$ cat config.mk
export PLATFORM = sky130hd
export DESIGN_NAME = alu_arbiter
export DESIGN_NICKNAME = d
export VERILOG_FILES = /design/src/rtl/PARAMS_pkg.sv /design/src/rtl/rr_arbiter_2.sv /design/src/rtl/alu_arbiter.sv
export SDC_FILE = /design/constraint.sdc
export NUM_CORES = 1
export LEC_CHECK = 0
export BUFFER_PORTS_ARGS = -buffer_cell sky130_fd_sc_hd__clkbuf_2
export CAP_MARGIN = 10
export CORE_AREA = 3 3 135 137
export CTS_BUF_LIST = sky130_fd_sc_hd__clkbuf_8
export CTS_CLUSTER_DIAMETER = 120
export DETAILED_ROUTE_END_ITERATION = 16
export DIE_AREA = 0 0 138 140
export SETUP_SLACK_MARGIN = 0.5
export SYNTH_ARGS = -nofsm -noshare
export SYNTH_HDL_FRONTEND = slang
export SYNTH_SLANG_ARGS = --single-unit
$ cat constraint.sdc
create_clock -name clk -period 2.35 [get_ports clk]
set_input_delay 0.1175 -clock clk [delete_from_list [all_inputs] [get_ports clk]]
set_output_delay 0.1175 -clock clk [all_outputs]
set_load 0.005 [all_outputs]
$ cat src/rtl/PARAMS_pkg.sv
// rtl/PARAMS_pkg.sv - shared widths, opcodes and ALU request record
package PARAMS_pkg;

    localparam int WD_SIZE     = 32;
    localparam int OPCODE_BITS = 7;
    localparam int FUNCT7_BITS = 7;
    localparam int FUNCT3_BITS = 3;
    localparam int NUM_ALU_REQ = 2;

    localparam logic [OPCODE_BITS-1:0] OPC_R  = 7'b0110011;
    localparam logic [OPCODE_BITS-1:0] OPC_BR = 7'b1100011;
    localparam logic [FUNCT7_BITS-1:0] ADDS   = 7'b0000000;
    localparam logic [FUNCT7_BITS-1:0] SUBS   = 7'b0100000;

    // One requester's view of an ALU operation, muxed as a unit onto the ALU
    typedef struct packed {
        logic [OPCODE_BITS-1:0] opcode;
        logic [FUNCT7_BITS-1:0] funct7;
        logic [FUNCT3_BITS-1:0] funct3;
        logic [WD_SIZE-1:0]     op1;
        logic [WD_SIZE-1:0]     op2;
    } alu_req_t;

endpackage

$ cat src/rtl/rr_arbiter_2.sv
// rtl/rr_arbiter_2.sv - two-way round-robin arbiter owning the priority pointer
module rr_arbiter_2 (
    input  logic       clk,
    input  logic       reset,
    input  logic [1:0] elig,
    output logic [1:0] gnt,
    output logic       gnt_id
);

    logic prio_q;
    logic prio_d;

    // Pick the lone eligible requester, or prio on a tie; idle id points at prio
    always_comb begin
        gnt_id = prio_q;
        gnt    = 2'b00;
        prio_d = prio_q;
        case (elig)
            2'b01:   gnt_id = 1'b0;
            2'b10:   gnt_id = 1'b1;
            default: gnt_id = prio_q;
        endcase
        if (elig != 2'b00) begin
            gnt[gnt_id] = 1'b1;
            prio_d      = ~gnt_id;
        end
    end

    // Priority pointer moves to the other requester after every grant
    always_ff @(posedge clk or posedge reset) begin
        if (reset) begin
            prio_q <= 1'b0;
        end else begin
            prio_q <= prio_d;
        end
    end

endmodule

$ cat src/rtl/alu_arbiter.sv
// rtl/alu_arbiter.sv - shares one ALU between two requesters with registered responses
module alu_arbiter
    import PARAMS_pkg::*;
#(
    parameter int WD_SIZE = PARAMS_pkg::WD_SIZE,
    parameter int NUM_REQ = NUM_ALU_REQ
) (
    input  logic                                   clk,
    input  logic                                   reset,
    input  logic [NUM_REQ-1:0]                     req_valid,
    output logic [NUM_REQ-1:0]                     req_ready,
    input  logic [NUM_REQ-1:0][OPCODE_BITS-1:0]    req_opcode,
    input  logic [NUM_REQ-1:0][FUNCT7_BITS-1:0]    req_funct7,
    input  logic [NUM_REQ-1:0][FUNCT3_BITS-1:0]    req_funct3,
    input  logic [NUM_REQ-1:0][WD_SIZE-1:0]        req_op1,
    input  logic [NUM_REQ-1:0][WD_SIZE-1:0]        req_op2,
    input  logic [NUM_REQ-1:0]                     flush,
    output logic [NUM_REQ-1:0]                     rsp_valid,
    input  logic [NUM_REQ-1:0]                     rsp_ready,
    output logic [NUM_REQ-1:0][WD_SIZE-1:0]        rsp_result,
    output logic [NUM_REQ-1:0]                     rsp_zero,
    output logic [OPCODE_BITS-1:0]                 alu_opcode,
    output logic [FUNCT7_BITS-1:0]                 alu_funct7,
    output logic [FUNCT3_BITS-1:0]                 alu_funct3,
    output logic [WD_SIZE-1:0]                     alu_op1,
    output logic [WD_SIZE-1:0]                     alu_op2,
    input  logic [WD_SIZE-1:0]                     alu_result,
    input  logic                                   alu_zero,
    output logic                                   grant_id
);

    logic [NUM_REQ-1:0]              elig;
    logic [NUM_REQ-1:0]              gnt;
    logic                            gnt_id;
    alu_req_t                        reqs [NUM_REQ];
    alu_req_t                        sel;

    logic [NUM_REQ-1:0]              rsp_valid_q, rsp_valid_d;
    logic [NUM_REQ-1:0][WD_SIZE-1:0] rsp_result_q, rsp_result_d;
    logic [NUM_REQ-1:0]              rsp_zero_q, rsp_zero_d;

    // A requester may compete only if its response slot is free or draining now;
    // reset blocks all acceptance so nothing is handed out while state is cleared
    always_comb begin
        elig = '0;
        for (int i = 0; i < NUM_REQ; i++) begin
            elig[i] = ~reset & req_valid[i] & ~flush[i]
                    & (~rsp_valid_q[i] | rsp_ready[i]);
        end
    end

    rr_arbiter_2 u_arb (
        .clk    (clk),
        .reset  (reset),
        .elig   (elig),
        .gnt    (gnt),
        .gnt_id (gnt_id)
    );

    // Gather each requester's fields and steer the selected one onto the ALU
    always_comb begin
        for (int i = 0; i < NUM_REQ; i++) begin
            reqs[i].opcode = req_opcode[i];
            reqs[i].funct7 = req_funct7[i];
            reqs[i].funct3 = req_funct3[i];
            reqs[i].op1    = req_op1[i];
            reqs[i].op2    = req_op2[i];
        end
        sel        = reqs[gnt_id];
        alu_opcode = sel.opcode;
        alu_funct7 = sel.funct7;
        alu_funct3 = sel.funct3;
        alu_op1    = sel.op1;
        alu_op2    = sel.op2;
    end

    // Load on grant (covers drain+reload); otherwise flush or drain empties the slot
    always_comb begin
        rsp_valid_d  = rsp_valid_q;
        rsp_result_d = rsp_result_q;
        rsp_zero_d   = rsp_zero_q;
        for (int i = 0; i < NUM_REQ; i++) begin
            if (gnt[i]) begin
                rsp_valid_d[i]  = 1'b1;
                rsp_result_d[i] = alu_result;
                rsp_zero_d[i]   = alu_zero;
            end else if (flush[i] || (rsp_valid_q[i] && rsp_ready[i])) begin
                rsp_valid_d[i] = 1'b0;
            end
        end
    end

    // Response registers
    always_ff @(posedge clk or posedge reset) begin
        if (reset) begin
            rsp_valid_q  <= '0;
            rsp_result_q <= '0;
            rsp_zero_q   <= '0;
        end else begin
            rsp_valid_q  <= rsp_valid_d;
            rsp_result_q <= rsp_result_d;
            rsp_zero_q   <= rsp_zero_d;
        end
    end

    assign req_ready  = gnt;
    assign grant_id   = gnt_id;
    assign rsp_valid  = rsp_valid_q;
    assign rsp_result = rsp_result_q;
    assign rsp_zero   = rsp_zero_q;

endmodule

* Word level (Yosys, flattened, before mapping)
Cells that the tools add are included.
Word-level totals: flip-flop bits (word level) 69, input port bits 203, output and inout bits 152, word-level logic and storage cells 46
Cells by class: $lt $le $gt $ge 3, equality and inequality tests 2, muxes and demuxes 11, bitwise gates (word level) 15, reductions and logical operators 8
Operators with widths (count):
- $mux 81 | 3
- $and 1x1->1 | 6
- $not 1->1 | 6
- $reduce_bool 2->1 | 3
- $mux 1 | 5
- $logic_and 1x1->1 | 3
- $eq 2x1->1 const B | 1
- $eq 2x2->1 const B | 1
- $ge 2x2->1 const B | 1
- $logic_or 1x1->1 | 2
- $lt 1x2->1 const B | 1
- $mux 2 | 1
- $not 1->2 | 1
- $or 1x1->1 | 2
- $pmux 1 s2 | 1
- $demux 1 s1 | 1
- $ge 1x1->1 const B | 1

* Longest topological paths before layout
Gate-level depths: netlist (run 1).
word-level depth 12, gate-level depth with buffers 10, gate-level depth less buffers 8

* Cells and area by module
From an unflattened synthesis (run 1), not the netlist that was laid out.
Unflattened totals: cell total of the unflattened synthesis 256, area total of the unflattened synthesis 4125.2 um^2
Modules (own cells, without submodules):
- alu_arbiter | times used 1, cells each 241, area an instance 3993.8 um^2, seq. area each 1701.6 um^2
- rr_arbiter_2 | times used 1, cells each 15, area an instance 131.4 um^2, seq. area each 25.0 um^2

* Least setup slack after synthesis (run 1)
No wires, ideal clock.
path kind register to register, from register rsp_valid_q[0] (netlist: rsp_valid[0]), to register rsp_result_q, in the netlist rsp_result[10], library setup time 125 ps, data arrival time 1889 ps, required time 2225 ps, path slack 336 ps, cell stages (with the launch flop) 9, buffers on the path 1, clock period less this slack 2014 ps, cells stage by stage dfrtp_1 > nand2b_1 > nand3_1 > ha_1 > mux2i_4 > inv_4 > nor2_8 > buf_8 > mux2_4
Between the ends: cells in the longest elaborated chain, start to end 10, elaborated cells on any way between the ends 13, those cells by class 2 x order compare; 2 x eq/ne; 4 x mux; 3 x bitwise; 2 x reduce/logical
RTL lines:
- start, declared | line alu_arbiter.sv:38 | logic [NUM_REQ-1:0] rsp_valid_q, rsp_valid_d;
- start signal, assigned | line alu_arbiter.sv:100 | rsp_valid_q <= rsp_valid_d;
- $not 1->1 * | line alu_arbiter.sv:48 | & (~rsp_valid_q[i] | rsp_ready[i]);
- $or 1x1->1 * | line alu_arbiter.sv:48
- $and 1x1->1 * | line alu_arbiter.sv:48
- $eq 2x2->1 or $eq 2x1->1 (tied branches) | line rr_arbiter_2.sv:18 | case (elig)
- $pmux 1 s2 | line rr_arbiter_2.sv:18
- $lt 1x2->1 (implied by the code) or $ge 1x1->1 (tied branches) | line rr_arbiter_2.sv:24 | gnt[gnt_id] = 1'b1;
- $logic_and 1x1->1 (implied by the code) | line rr_arbiter_2.sv:24
- $mux 1 (implied by the code) | line rr_arbiter_2.sv:24
- $demux 1 s1
- $mux 2 * | line rr_arbiter_2.sv:23 | if (elig != 2'b00) begin
- end signal, assigned | line alu_arbiter.sv:101 | rsp_result_q <= rsp_result_d;
- end, declared | line alu_arbiter.sv:39 | logic [NUM_REQ-1:0][WD_SIZE-1:0] rsp_result_q, rsp_result_d;
Every way passes the cells marked *; elsewhere a longest branch is shown, timed or not. A chain may end at the register's enable or synchronous reset.

* Final worst setup path (run 1)
from register rsp_valid_q[1] (netlist: rsp_valid[1]), to output port alu_op2[16]
Between the ends: cells in the longest elaborated chain, start to end 9, elaborated cells on any way between the ends 10, those cells by class 2 x eq/ne; 4 x mux; 4 x bitwise
RTL lines:
- $not 1->1 * | line alu_arbiter.sv:48
- $or 1x1->1 * | line alu_arbiter.sv:48
- $and 1x1->1 * | line alu_arbiter.sv:48
- $eq 2x2->1 or $eq 2x1->1 (tied branches) | line rr_arbiter_2.sv:18
- $pmux 1 s2 * | line rr_arbiter_2.sv:18
- $not 1->2 (implied by the code) * | line alu_arbiter.sv:69 | sel = reqs[gnt_id];
- $mux 81 (implied by the code) * (3 in a row) | line alu_arbiter.sv:69
- end, declared | line alu_arbiter.sv:26 | output logic [WD_SIZE-1:0] alu_op2,
Every way passes the cells marked *; elsewhere a longest branch is shown, timed or not. The select of a mux whose other input is x is not followed.

==> summary.md, run 1 <==
| Metric | Value |
|---|---|
| # clock sinks | `69` |
| Violated checks | `negative setup slack` |
| CP peak stage delay | `0.39 ns` |
| CP cell instances | `nand2b_1 > nand3_2 > ha_4 > mux2i_4 > buf_6 > inv_8 > clkbuf_16 > clkbuf_16 > nand2_2 > nand2_1 > clkbuf_2` |
| Cell Area, Synth | `around 3800 µm²` |
| Maximum clock path buffer count | `2` |
| Sequential power share | `between 20% and 30%` |
| Register bit total from synthesis | `just under 70` |
| Leakage | `between 4 and 5 nW` |
| Final WS setup | `-0.04512 ns` |
| Pwr dens | `1011 nW/µm²` |
| Core area | `~17000 µm²` |
| First-pass DRT Iterations | `4` |
| Area leader, netlist | `dfrtp_1` |
| Via/cell ratio | `4.262` |
| Die height | `roughly 140 µm` |
| RSZ-0062 raised after global routing | `yes` |
| # port buffers | `354` |
| Final setup violation count | `59` |
| Clk pwr share | `14.1%` |
| Initial antenna violation count | `4` |
| Final period util | `101.9%` |
| Largest net degree at the start of global routing | `70` |
| Synthesis Warnings | `0` |
| Starting Density | `22.14%` |
| Yosys top cell area share | `45.41%` |
| Share of cells above drive strength 1 | `69.52%` |
| Placed inst area | `a little under 6000 µm²` |
| Crit path kind | `flop to output port` |
| Initial DRC count | `138` |
| Run status | `finished with violations` |
| Wire per inst | `19.16 µm` |
| Startpoint types | `flop` |
| Clk_lat worst skew | `0.35 ns` |
| H-Tree Level Count | `3` |
| Fin. max-slew vios | `0` |
| Critical path required time | `2.23 ns` |
| Worst path buffer plus inverter count | `5` |
| Post-route DRC violation count | `0` |
| Crit path max-delay family | `buffers and inverters` |
| Post-Syn Instances | `420` |
| Clock tree from TritonCTS | `yes` |
| Max_slew headroom | `73.32%` |
| Gate power share | `59.6%` |
| Final Hold Viols | `0` |
| CP arrival | `2.28 ns` |
| Top post-synthesis cells by area | `dfrtp_1, nand2_1, mux2_4, mux2_2, buf_2` |
| Tot GR Track Use | `roughly a fifth` |
| CP Max Fanout | `6` |
| Clock-pin slew on the worst setup and hold paths | `approximately 0.08 ns` |
| Switch share | `35.34%` |
| Grt ovf | `0` |
| Total detailed-routing wirelength | `20740 µm` |
| Antenna Nets Post-Route | `0` |
| Fillers | `~1700` |
| Worst VDD drop | `0.6639 mV` |
| Vias | `4612` |
| Post-route minimum period | `~2.4 ns` |
| Dpl ws | `about 0.14 ns` |
| Sequential share of the synthesized area | `45.41%` |
| Actual slew at the worst max-slew pin | `~0.40 ns` |
| Core Util, Final | `45.85%` |
| Post-DP HPWL | `~13000 µm` |
| R2R setup slack | `roughly 0.020 ns` |
| P_int | `just over 5 mW` |
| CTS buffer count | `9` |
| First-pass GRT wire length | `28570 µm` |
| P&R area growth vs syn | `107.1%` |
| Final hold slack | `roughly 0.024 ns` |
| Worst hold path class | `primary input to flop` |
| P_sw | `roughly 2.8 mW` |
| Mean area per synthesized cell | `9.053 µm²` |
| DIE AREA | `roughly 19000 µm²` |
| Fmax | `417.5 MHz` |
| Max Cap Violations | `0` |
| CTS root buf | `clkbuf_8` |
| I/O pin count | `between 300 and 400` |
| Distinct cells, synth | `20` |
| Critical-path cell with the highest stage delay | `dfrtp_1` |
| Setup Skew | `0.009632 ns` |
| # nets final | `1053` |
| Row cnt | `48` |
| Post-route design area | `7875 µm²` |
| Final Wtd Congestion | `0.9611` |
| Vias in the first global route | `4721` |
| Syn Nets | `about 630` |
| Crit-path most repeated cell | `clkbuf_16` |
| Setup TNS | `-1.100 ns` |
| Die width | `138 µm` |
| Crit path capture type | `output port` |
-- registers in the layout (all words and copies together) (netlist names) --
name and flops:
u_arb.prio_q 1, rsp_zero 2, rsp_valid 2, rsp_result 64
-- path summary, 6_finish.rpt --
kind | to | start | cells after the start
hold / removal | rsp_result[18] | alu_result[18] | 2
setup reg to reg | rsp_result[29] | rsp_valid[1] | 11
min in group asynchronous | rsp_result[35] | reset | 4
setup / recovery | alu_op2[16] | rsp_valid[1] | 11
max in group asynchronous | rsp_result[29] | reset | 4
hold reg to reg | rsp_result[53] | rsp_result[53] | 1
-- layout by cell type, fill, tap and decap left out, types with 4 or more instances in the layout --
cell type / count
nand2_2: 65
dlygate4sd3_1: 18
mux2_4: 66
clkbuf_2: 337
dfrtp_1: 69
buf_2: 12
buf_4: 10
clkbuf_16: 9
clkbuf_8: 9
buf_8: 5
diode_2: 4
buf_16: 16
buf_12: 15
nand2_1: 164
buf_6: 18
nand2_4: 14
-- stage by stage --
stage                     total power, mW  instances
final                               7.961       1082
after global routing                8.457       1082
after CTS                           7.479       1061
after detailed placement            5.112        984
after global placement              5.081        984
after floorplan                     3.593        420
-- layer usage --
metal  GRT usage, %  share of wire, %  up-vias
met5              0                 0        -
met4          6.292               2.8        0
met3          4.165               6.3       33
met2          34.17                51      234
met1          22.70                40     2153
li1               -                 -     2192
-- synth_stat cells --
master	n
nand2_1	243
dfrtp_1	69
mux2_2	35
mux2_4	29
buf_2	17
buf_6	3
buf_8	3
inv_1	3
ha_1	2
mux2_1	2
nand2b_1	2
nand3_1	2
nor2_1	2
o22ai_1	2
a21oi_1	1
clkbuf_1	1
inv_4	1
mux2i_4	1
nor2_4	1
nor2_8	1
-- logic make-up (layout without fill, tap and decap cells) --
group,after synthesis,count (layout),share of synthesized area [%]
AOI/OAI and AO/OA,3,3,0.4605
other,0,4,0
and+or+nand+nor,251,251,25.60
adders and majority gates,2,2,0.6580
buffers and inverters,28,461,4.870
muxes,67,67,23.00
DFF,69,69,45.41
-- repair_timing --
action                                  CTS  global route
buffers inserted                         30             4
gates cloned                             15            11
endpoints found under the hold margin    87             2
pin swaps                                25            17
endpoints found under the setup margin  151           153
hold buffers                             16             2
gates resized for setup                 115            81
-- power by group through the flow --
stage          clock (mW)  combinational [mW]  sequential, mW
2_1_floorplan           0                1.48            2.11
3_3_place_gp            0                2.99            2.09
3_5_place_dp            0                3.03            2.08
4_1_cts              1.15                4.23            2.09
5_1_grt              1.22                5.05            2.18
6_report             1.12                4.74            2.10
-- layout make-up --
type                       count  area, µm²  area share, %
tap                          225      281.5          3.575
clock inverter                 7      105.1          1.335
timing repair buffer         441       3278          41.63
clock buffer                   9      123.9          1.573
inverter                       4      26.28         0.3337
antenna                        4      10.01         0.1271
multi-input combinational    323       2323          29.50
sequential                    69       1727          21.93
Note: power is estimated with default switching activity, not from simulation.
==> run 2: changes to the inputs <==
--- a/config.mk
+++ b/config.mk
@@ -5,13 +5,14 @@
 export SDC_FILE = /design/constraint.sdc
 export NUM_CORES = 1
 export LEC_CHECK = 0
+export ABC_AREA = 1
 export BUFFER_PORTS_ARGS = -buffer_cell sky130_fd_sc_hd__clkbuf_2
 export CAP_MARGIN = 10
-export CORE_AREA = 3 3 135 137
+export CORE_AREA = 3 3 138 140
 export CTS_BUF_LIST = sky130_fd_sc_hd__clkbuf_8
 export CTS_CLUSTER_DIAMETER = 120
 export DETAILED_ROUTE_END_ITERATION = 16
-export DIE_AREA = 0 0 138 140
+export DIE_AREA = 0 0 141 143
 export SETUP_SLACK_MARGIN = 0.5
 export SYNTH_ARGS = -nofsm -noshare
 export SYNTH_HDL_FRONTEND = slang
==> summary.md, run 2 <==
| Metric | Value |
|---|---|
| EDFF count, synth | `0 (unchanged)` |
| Clock-pin slew on the worst setup and hold paths | `0.07 ns (about the same)` |
| Switch share | `39.44% (+4.1 points)` |
| Share of cells above drive strength 1 | `54.13% (-15 points)` |
| P&R area growth vs syn | `102.3%` |
| Core area | `17960 µm² (+4.6%)` |
| Post-Syn Instances | `578 (+38%)` |
| CTS root buf | `clkbuf_8` |
| Clock tree from TritonCTS | `yes` |
| Run status | `complete, no violations` |
| Post-route DRC violation count | `0 (unchanged)` |
| Final WS setup | `0.09959 ns (+0.1447 ns)` |
| Tot GR Track Use | `18.67% (-0.40 points)` |
| Leakage | `4.632 nW (+4.1%)` |
| Yosys top cell area share | `44.72% (-0.69 points)` |
| Met3 WL | `1444 µm (+11%)` |
| Synth cell count leaders | `nand2_1, dfrtp_1, nand3_1` |
| Crit path capture type | `output port` |
| Via/cell ratio | `4.400 (+3.2%)` |
| Mean area per synthesized cell | `6.680 µm² (-26%)` |
| Final hold slack | `0.02505 ns (+0.001461 ns)` |
| Syn Nets | `783 (+25%)` |
| Die height | `143 µm (+2.1%)` |
| Pwr dens | `882.1 nW/µm² (-13%)` |
| Vias in the first global route | `5013 (+6.2%)` |
| Async S/R FF share, synth | `100.0% (unchanged)` |
| DIE AREA | `20160 µm² (+4.4%)` |
| Crit path kind | `flop to output port` |
| Fmax | `444.4 MHz (+6.4%)` |
| Worst reg2reg endpoint | `rsp_zero[1]` |
| Post-DP HPWL | `13750 µm (+6.1%)` |
| RSZ-0062 raised after global routing | `yes` |
| # nets final | `1194 (+13%)` |
| P_int | `4.173 mW (-19%)` |
| Cell Area, Synth | `3861 µm² (+1.5%)` |
| Top Metal Used | `met5` |
| CTS buffer count | `9 (unchanged)` |
| Commonest non-fill, non-tap cells in the layout | `clkbuf_2, nand2_1, dfrtp_1, nand2_2, nand3_1` |
| Metal-1 WL | `8473 µm (+2.5%)` |
| Worst reg2reg path depth | `14 (+3)` |
| Critical path required time | `2.23 ns (about the same)` |
| Post-route minimum period | `2.250 ns (-0.1447 ns)` |
| Die width | `141 µm (+2.2%)` |
| Ys flop type | `dfrtp_1` |
| Fin. max-slew vios | `0 (unchanged)` |
| # port buffers | `354 (unchanged)` |
| H-Tree Level Count | `3 (unchanged)` |
| Largest net degree at the start of global routing | `70 (unchanged)` |
| CP arrival | `2.13 ns (-0.15 ns)` |
| I/O pin count | `355 (unchanged)` |
| First-pass DRT Iterations | `4 (unchanged)` |
| Row cnt | `49 (+2.1%)` |
| Wire per inst | `17.48 µm (-8.8%)` |
| Startpoint types | `flop` |
| # clock sinks | `69 (unchanged)` |
| Final period util | `95.76% (-6.2 points)` |
| CP Max Fanout | `14 (+8)` |
| Top post-synthesis cells by area | `dfrtp_1, nand2_1, nand3_1, buf_2, buf_6` |
| Initial DRC count | `224 (+62%)` |
| Distinct cells, synth | `15 (-25%)` |
| Initial antenna violation count | `3 (-1)` |
| Setup Skew | `0.01086 ns (+0.001228 ns)` |
| Register bit total from synthesis | `69 (unchanged)` |
| Vias | `5381 (+17%)` |
| Worst hold path class | `primary input to flop` |
| Actual slew at the worst max-slew pin | `0.9161 ns (+0.5159 ns)` |
| Worst VDD drop | `0.4881 mV (-26%)` |
| DR WL met2 | `10920 µm (+3.3%)` |
| Grt ovf | `0 (unchanged)` |
| First-pass GRT wire length | `28720 µm (+0.53%)` |
| Max Cap Violations | `0 (unchanged)` |
| Most common cell in the netlist | `nand2_1` |
| Final Wtd Congestion | `0.7486 (-22%)` |
| Sequential power share | `28.7% (+2.3 points)` |
| Crit path from | `rsp_valid[1]` |
| Antenna Nets Post-Route | `0 (unchanged)` |
| Total detailed-routing wirelength | `21380 µm (+3.1%)` |
| Sequential share of the synthesized area | `44.72% (-0.69 points)` |
| Starting Density | `21.49% (-0.64 points)` |
| P_sw | `2.718 mW (-3.4%)` |
| R2r startpoint | `rsp_valid[1]` |
| R2R setup slack | `0.38 ns (+0.36 ns)` |
| Max reg flops | `64 (unchanged)` |
| Gate power share | `55.5% (-4.1 points)` |
| Commonest non-fill, non-tap cell in the layout | `clkbuf_2` |
| Setup crit end | `alu_op1[13]` |
| Maximum clock path buffer count | `2 (unchanged)` |
| Final Hold Viols | `0 (unchanged)` |
| Max_slew headroom | `38.93% (-34 points)` |
| Clk pwr share | `15.8% (+1.7 points)` |
| Dpl ws | `0.3221 ns (+0.1779 ns)` |
| Area leader, netlist | `dfrtp_1` |
| Clk_lat worst skew | `0.36 ns (about the same)` |
| Synthesis Warnings | `0 (unchanged)` |
| Final setup violation count | `0 (-100%)` |
-- run 2: worst min path at each step --
stage / startpoint / to / slack (ns) / cells past startpoint
floorplan: flush[0] / rsp_valid[0] / 0.22 / 1
finish: flush[1] / rsp_valid[1] / 0.03 / 4
detailed placement: flush[0] / rsp_valid[0] / 0.34 / 2
CTS: rsp_ready[1] / rsp_valid[1] / 0.007 / 4
global route: rsp_ready[1] / rsp_valid[1] / 0.02 / 4
global placement: flush[0] / rsp_valid[0] / 0.34 / 2
-- run 2: power groups by stage --
stage | sequential [mW] | combinational [mW] | clock, mW
2_1_floorplan | 1.94 | 1.24 | 0
3_3_place_gp | 1.93 | 2.58 | 0
3_5_place_dp | 1.92 | 2.61 | 0
4_1_cts | 1.93 | 3.25 | 1.12
5_1_grt | 2.04 | 4.18 | 1.18
6_report | 1.98 | 3.83 | 1.09
-- run 2: timing repair --
item / 4_1_cts / 5_1_grt
resized for setup: 34 / 161
endpoints found under the setup margin: 114 / 152
hold buffers: 34 / 0
cloned: 10 / 11
setup buffers: 10 / 6
pin swaps: 4 / 38
hold endpoints to repair: 63 / 0
-- run 2: cells by family after synthesis --
family,share of synthesized area [%]
and+or+nand+nor,47.08
adders and majority gates,0.6480
buffers and inverters,7.291
AOI/OAI and AO/OA,0.2592
DFF,44.72
-- run 2: area by class of cell --
cell class,count,area (µm²)
fill,1827,10150
timing repair buffer,434,3035
multi-input combinational,464,2496
sequential,69,1727
tap,229,286.5
clock buffer,10,137.6
clock inverter,4,73.82
inverter,11,51.30
antenna,2,5.005
-- run 2: critical path, stage by stage, from the launching register on --
cell	delay, ns
dfrtp_1	0.39
inv_1	0.07
nor2_2	0.04
nor2_2	0.11
inv_2	0.06
ha_4	0.32
inv_6	0.06
nand2_4	0.18
nand2_8	0.11
buf_12	0.17
nand2_1	0.05
nand2_1	0.09
clkbuf_2	0.13
-- run 2: metrics by stage --
step / util (%) / std cells / setup TNS, ns / cell area [µm²] / power (mW)
3_3_place_gp: 32.80 / 1136 / 0 / 5892 / 4.512
3_5_place_dp: 32.80 / 1136 / 0 / 5892 / 4.535
4_1_cts: 38.71 / 1204 / 0 / 6954 / 6.303
2_1_floorplan: - / 578 / 0 / 3950 / 3.182
5_1_grt: 43.49 / 1223 / -0.5540 / 7812 / 7.395
6_report: 43.49 / 1223 / 0 / 7812 / 6.891
-- run 2: routing by layer --
layer	global-route usage, %	vias up
met4	6.833	2
met5	0	-
met3	5.258	29
li1	-	2612
met1	22.21	2504
met2	32.28	234
==> run 3: changes to the inputs <==
--- a/config.mk
+++ b/config.mk
@@ -5,14 +5,14 @@
 export SDC_FILE = /design/constraint.sdc
 export NUM_CORES = 1
 export LEC_CHECK = 0
-export ABC_AREA = 1
 export BUFFER_PORTS_ARGS = -buffer_cell sky130_fd_sc_hd__clkbuf_2
 export CAP_MARGIN = 10
-export CORE_AREA = 3 3 138 140
+export CORE_AREA = 3 3 135 137
 export CTS_BUF_LIST = sky130_fd_sc_hd__clkbuf_8
 export CTS_CLUSTER_DIAMETER = 120
 export DETAILED_ROUTE_END_ITERATION = 16
-export DIE_AREA = 0 0 141 143
+export DIE_AREA = 0 0 138 140
+export GPL_TIMING_DRIVEN = 0
 export SETUP_SLACK_MARGIN = 0.5
 export SYNTH_ARGS = -nofsm -noshare
 export SYNTH_HDL_FRONTEND = slang
==> summary.md, run 3 (same netlist as run 1, synthesis figures left out) <==
| Metric | Value |
|---|---|
| Run status | `finished with violations` |
| Violated checks | `negative setup slack` |
| Clock-pin slew on the worst setup and hold paths | `0.08 ns (about the same)` |
| DIE AREA | `19320 µm² (-4.2%)` |
| Worst reg2reg path depth | `10 (-4)` |
| Worst VDD drop | `0.6904 mV (+41%)` |
| Initial antenna violation count | `6 (+3)` |
| Antenna Nets Post-Route | `0 (unchanged)` |
| Core Util, Final | `42.91% (-0.58 points)` |
| Via/cell ratio | `4.217 (-4.1%)` |
| # clock sinks | `69 (unchanged)` |
| Worst reg2reg endpoint | `rsp_result[1]` |
| Maximum clock path buffer count | `2 (unchanged)` |
| First-pass DRT Iterations | `4 (unchanged)` |
| Max reg flops | `64 (unchanged)` |
| Final period util | `100.5% (+4.8 points)` |
| Final WS setup | `-0.01268 ns (-0.1123 ns)` |
| Hold path depth | `2 (-2)` |
| Clock tree from TritonCTS | `yes` |
| CP arrival | `2.25 ns (+0.12 ns)` |
| Post-route DRC violation count | `0 (unchanged)` |
| Dpl ws | `0.08890 ns (-0.2332 ns)` |
| Vias in the first global route | `4646 (-7.3%)` |
| Startpoint types | `flop` |
| Row cnt | `48 (-2.0%)` |
| P&R area growth vs syn | `93.85%` |
| Grt ovf | `0 (unchanged)` |
| Max_slew headroom | `47.92% (+9.0 points)` |
| Final Hold Viols | `0 (unchanged)` |
| Actual slew at the worst max-slew pin | `0.7796 ns (-0.1365 ns)` |
| # nets final | `1042 (-13%)` |
| # port buffers | `354 (unchanged)` |
| Starting Density | `22.14% (+0.64 points)` |
| Leakage | `4.189 nW (-9.5%)` |
| CTS buffer count | `9 (unchanged)` |
| Fillers | `1711 (-6.3%)` |
| Initial DRC count | `120 (-46%)` |
| Core area | `17180 µm² (-4.4%)` |
| Share of cells above drive strength 1 | `67.58% (+13 points)` |
| CP Max Fanout | `7 (-7)` |
| Worst hold start | `alu_result[19]` |
| Largest net degree at the start of global routing | `37 (-47%)` |
| Crit path capture type | `output port` |
| Fmax | `423.2 MHz (-4.8%)` |
| Post-route minimum period | `2.363 ns (+0.1123 ns)` |
| H-Tree Level Count | `3 (unchanged)` |
| RSZ-0062 raised after global routing | `yes` |
| Critical path required time | `2.23 ns (about the same)` |
| Final setup violation count | `9 (+9)` |
| Post-DP HPWL | `14050 µm (+2.2%)` |
| Final Wtd Congestion | `0.9737 (+30%)` |
| R2r startpoint | `rsp_valid[1]` |
| Crit path kind | `flop to output port` |
| I/O pin count | `355 (unchanged)` |
| Hold endpoint | `rsp_result[19]` |
| Max Cap Violations | `0 (unchanged)` |
| Die width | `138 µm (-2.1%)` |
| CTS root buf | `clkbuf_8` |
| Tot GR Track Use | `18.07% (-0.60 points)` |
| Fin. max-slew vios | `0 (unchanged)` |
| Commonest non-fill, non-tap cell in the layout | `clkbuf_2` |
| R2R setup slack | `0.03 ns (-0.35 ns)` |
| Total detailed-routing wirelength | `18110 µm (-15%)` |
| Clk_lat worst skew | `0.34 ns (-0.02 ns)` |
| Commonest non-fill, non-tap cells in the layout | `clkbuf_2, nand2_1, dfrtp_1, nand2_2, mux2_4` |
| Wire per inst | `16.90 µm (-3.3%)` |
| Setup Skew | `0.009417 ns (-0.001443 ns)` |
| Vias | `4521 (-16%)` |
| Die height | `140 µm (-2.1%)` |
| First-pass GRT wire length | `27430 µm (-4.5%)` |
| Worst hold path class | `primary input to flop` |
| Pwr dens | `968.4 nW/µm² (+9.8%)` |
run 3: repair_timing:
item	in CTS	in global routing
gates resized for setup	144	58
setup endpoints to repair	150	153
gates cloned	11	2
pin swaps	43	17
hold buffers	15	0
setup buffers	22	1
hold endpoints to repair	51	0
run 3: area by class of cell:
class	instances	area, µm²	area share [%]
clock buffer	9	123.9	1.681
sequential	69	1727	23.43
timing repair buffer	406	2555	34.66
buffer	24	392.9	5.330
antenna	5	12.51	0.1698
clock inverter	7	71.32	0.9676
multi-input combinational	323	2186	29.66
inverter	4	21.27	0.2886
tap	225	281.5	3.819
run 3: how the worst max path moves through the flow:
| stage | endpoint | cells after the start | slack (ns) | start |
|---|---|---|---|---|
| 2_1_floorplan | rsp_result[10] | 8 | 0.37 | rsp_valid[0] |
| 3_3_place_gp | alu_op2[3] | 10 | 0.13 | rsp_valid[1] |
| 3_5_place_dp | alu_op2[3] | 10 | 0.09 | rsp_valid[0] |
| 4_1_cts | alu_opcode[5] | 10 | -0.06 | rsp_valid[0] |
| 5_1_grt | alu_op1[26] | 10 | -0.20 | rsp_valid[0] |
| 6_report | alu_opcode[5] | 10 | -0.01 | rsp_valid[1] |
run 3: routing by layer:
| metal | wire [µm] | global-route usage, % | share of wire (%) | up-vias |
|---|---|---|---|---|
| li1 | - | - | - | 2171 |
| met1 | 6891 | 20.97 | 38 | 2093 |
| met2 | 9136 | 31.73 | 50 | 214 |
| met3 | 1308 | 4.848 | 7.2 | 41 |
| met4 | 767 | 7.176 | 4.2 | 2 |
| met5 | 11 | 0 | 0.061 | - |
run 3: where the power goes:
part / internal, mW / switching [mW]
clock: 0.494 / 0.484
sequential: 1.76 / 0.331
combinational: 2.33 / 1.74
total: 4.58 / 2.56
run 3: critical path: stages, from the launching register on:
cell	delay, ns
dfrtp_1	0.38
nand2b_1	0.13
nand3_2	0.12
ha_4	0.30
mux2i_4	0.30
buf_6	0.15
buf_12	0.14
buf_8	0.15
nand2_1	0.07
nand2_2	0.07
buf_8	0.11
run 3: per-stage QoR:
stage	instances	hold slack, ns	area [µm²]	total power [mW]	TNS (ns)
after CTS	1064	0.00008654	7183	7.034	-1.015
after global routing	1072	0.001477	7371	7.603	-14.15
final	1072	0.02200	7371	7.138	-0.05234
after global placement	999	0.3077	5882	5.109	0
after floorplan	420	0.2066	3829	3.593	0
after detailed placement	1000	0.3124	5902	5.159	0
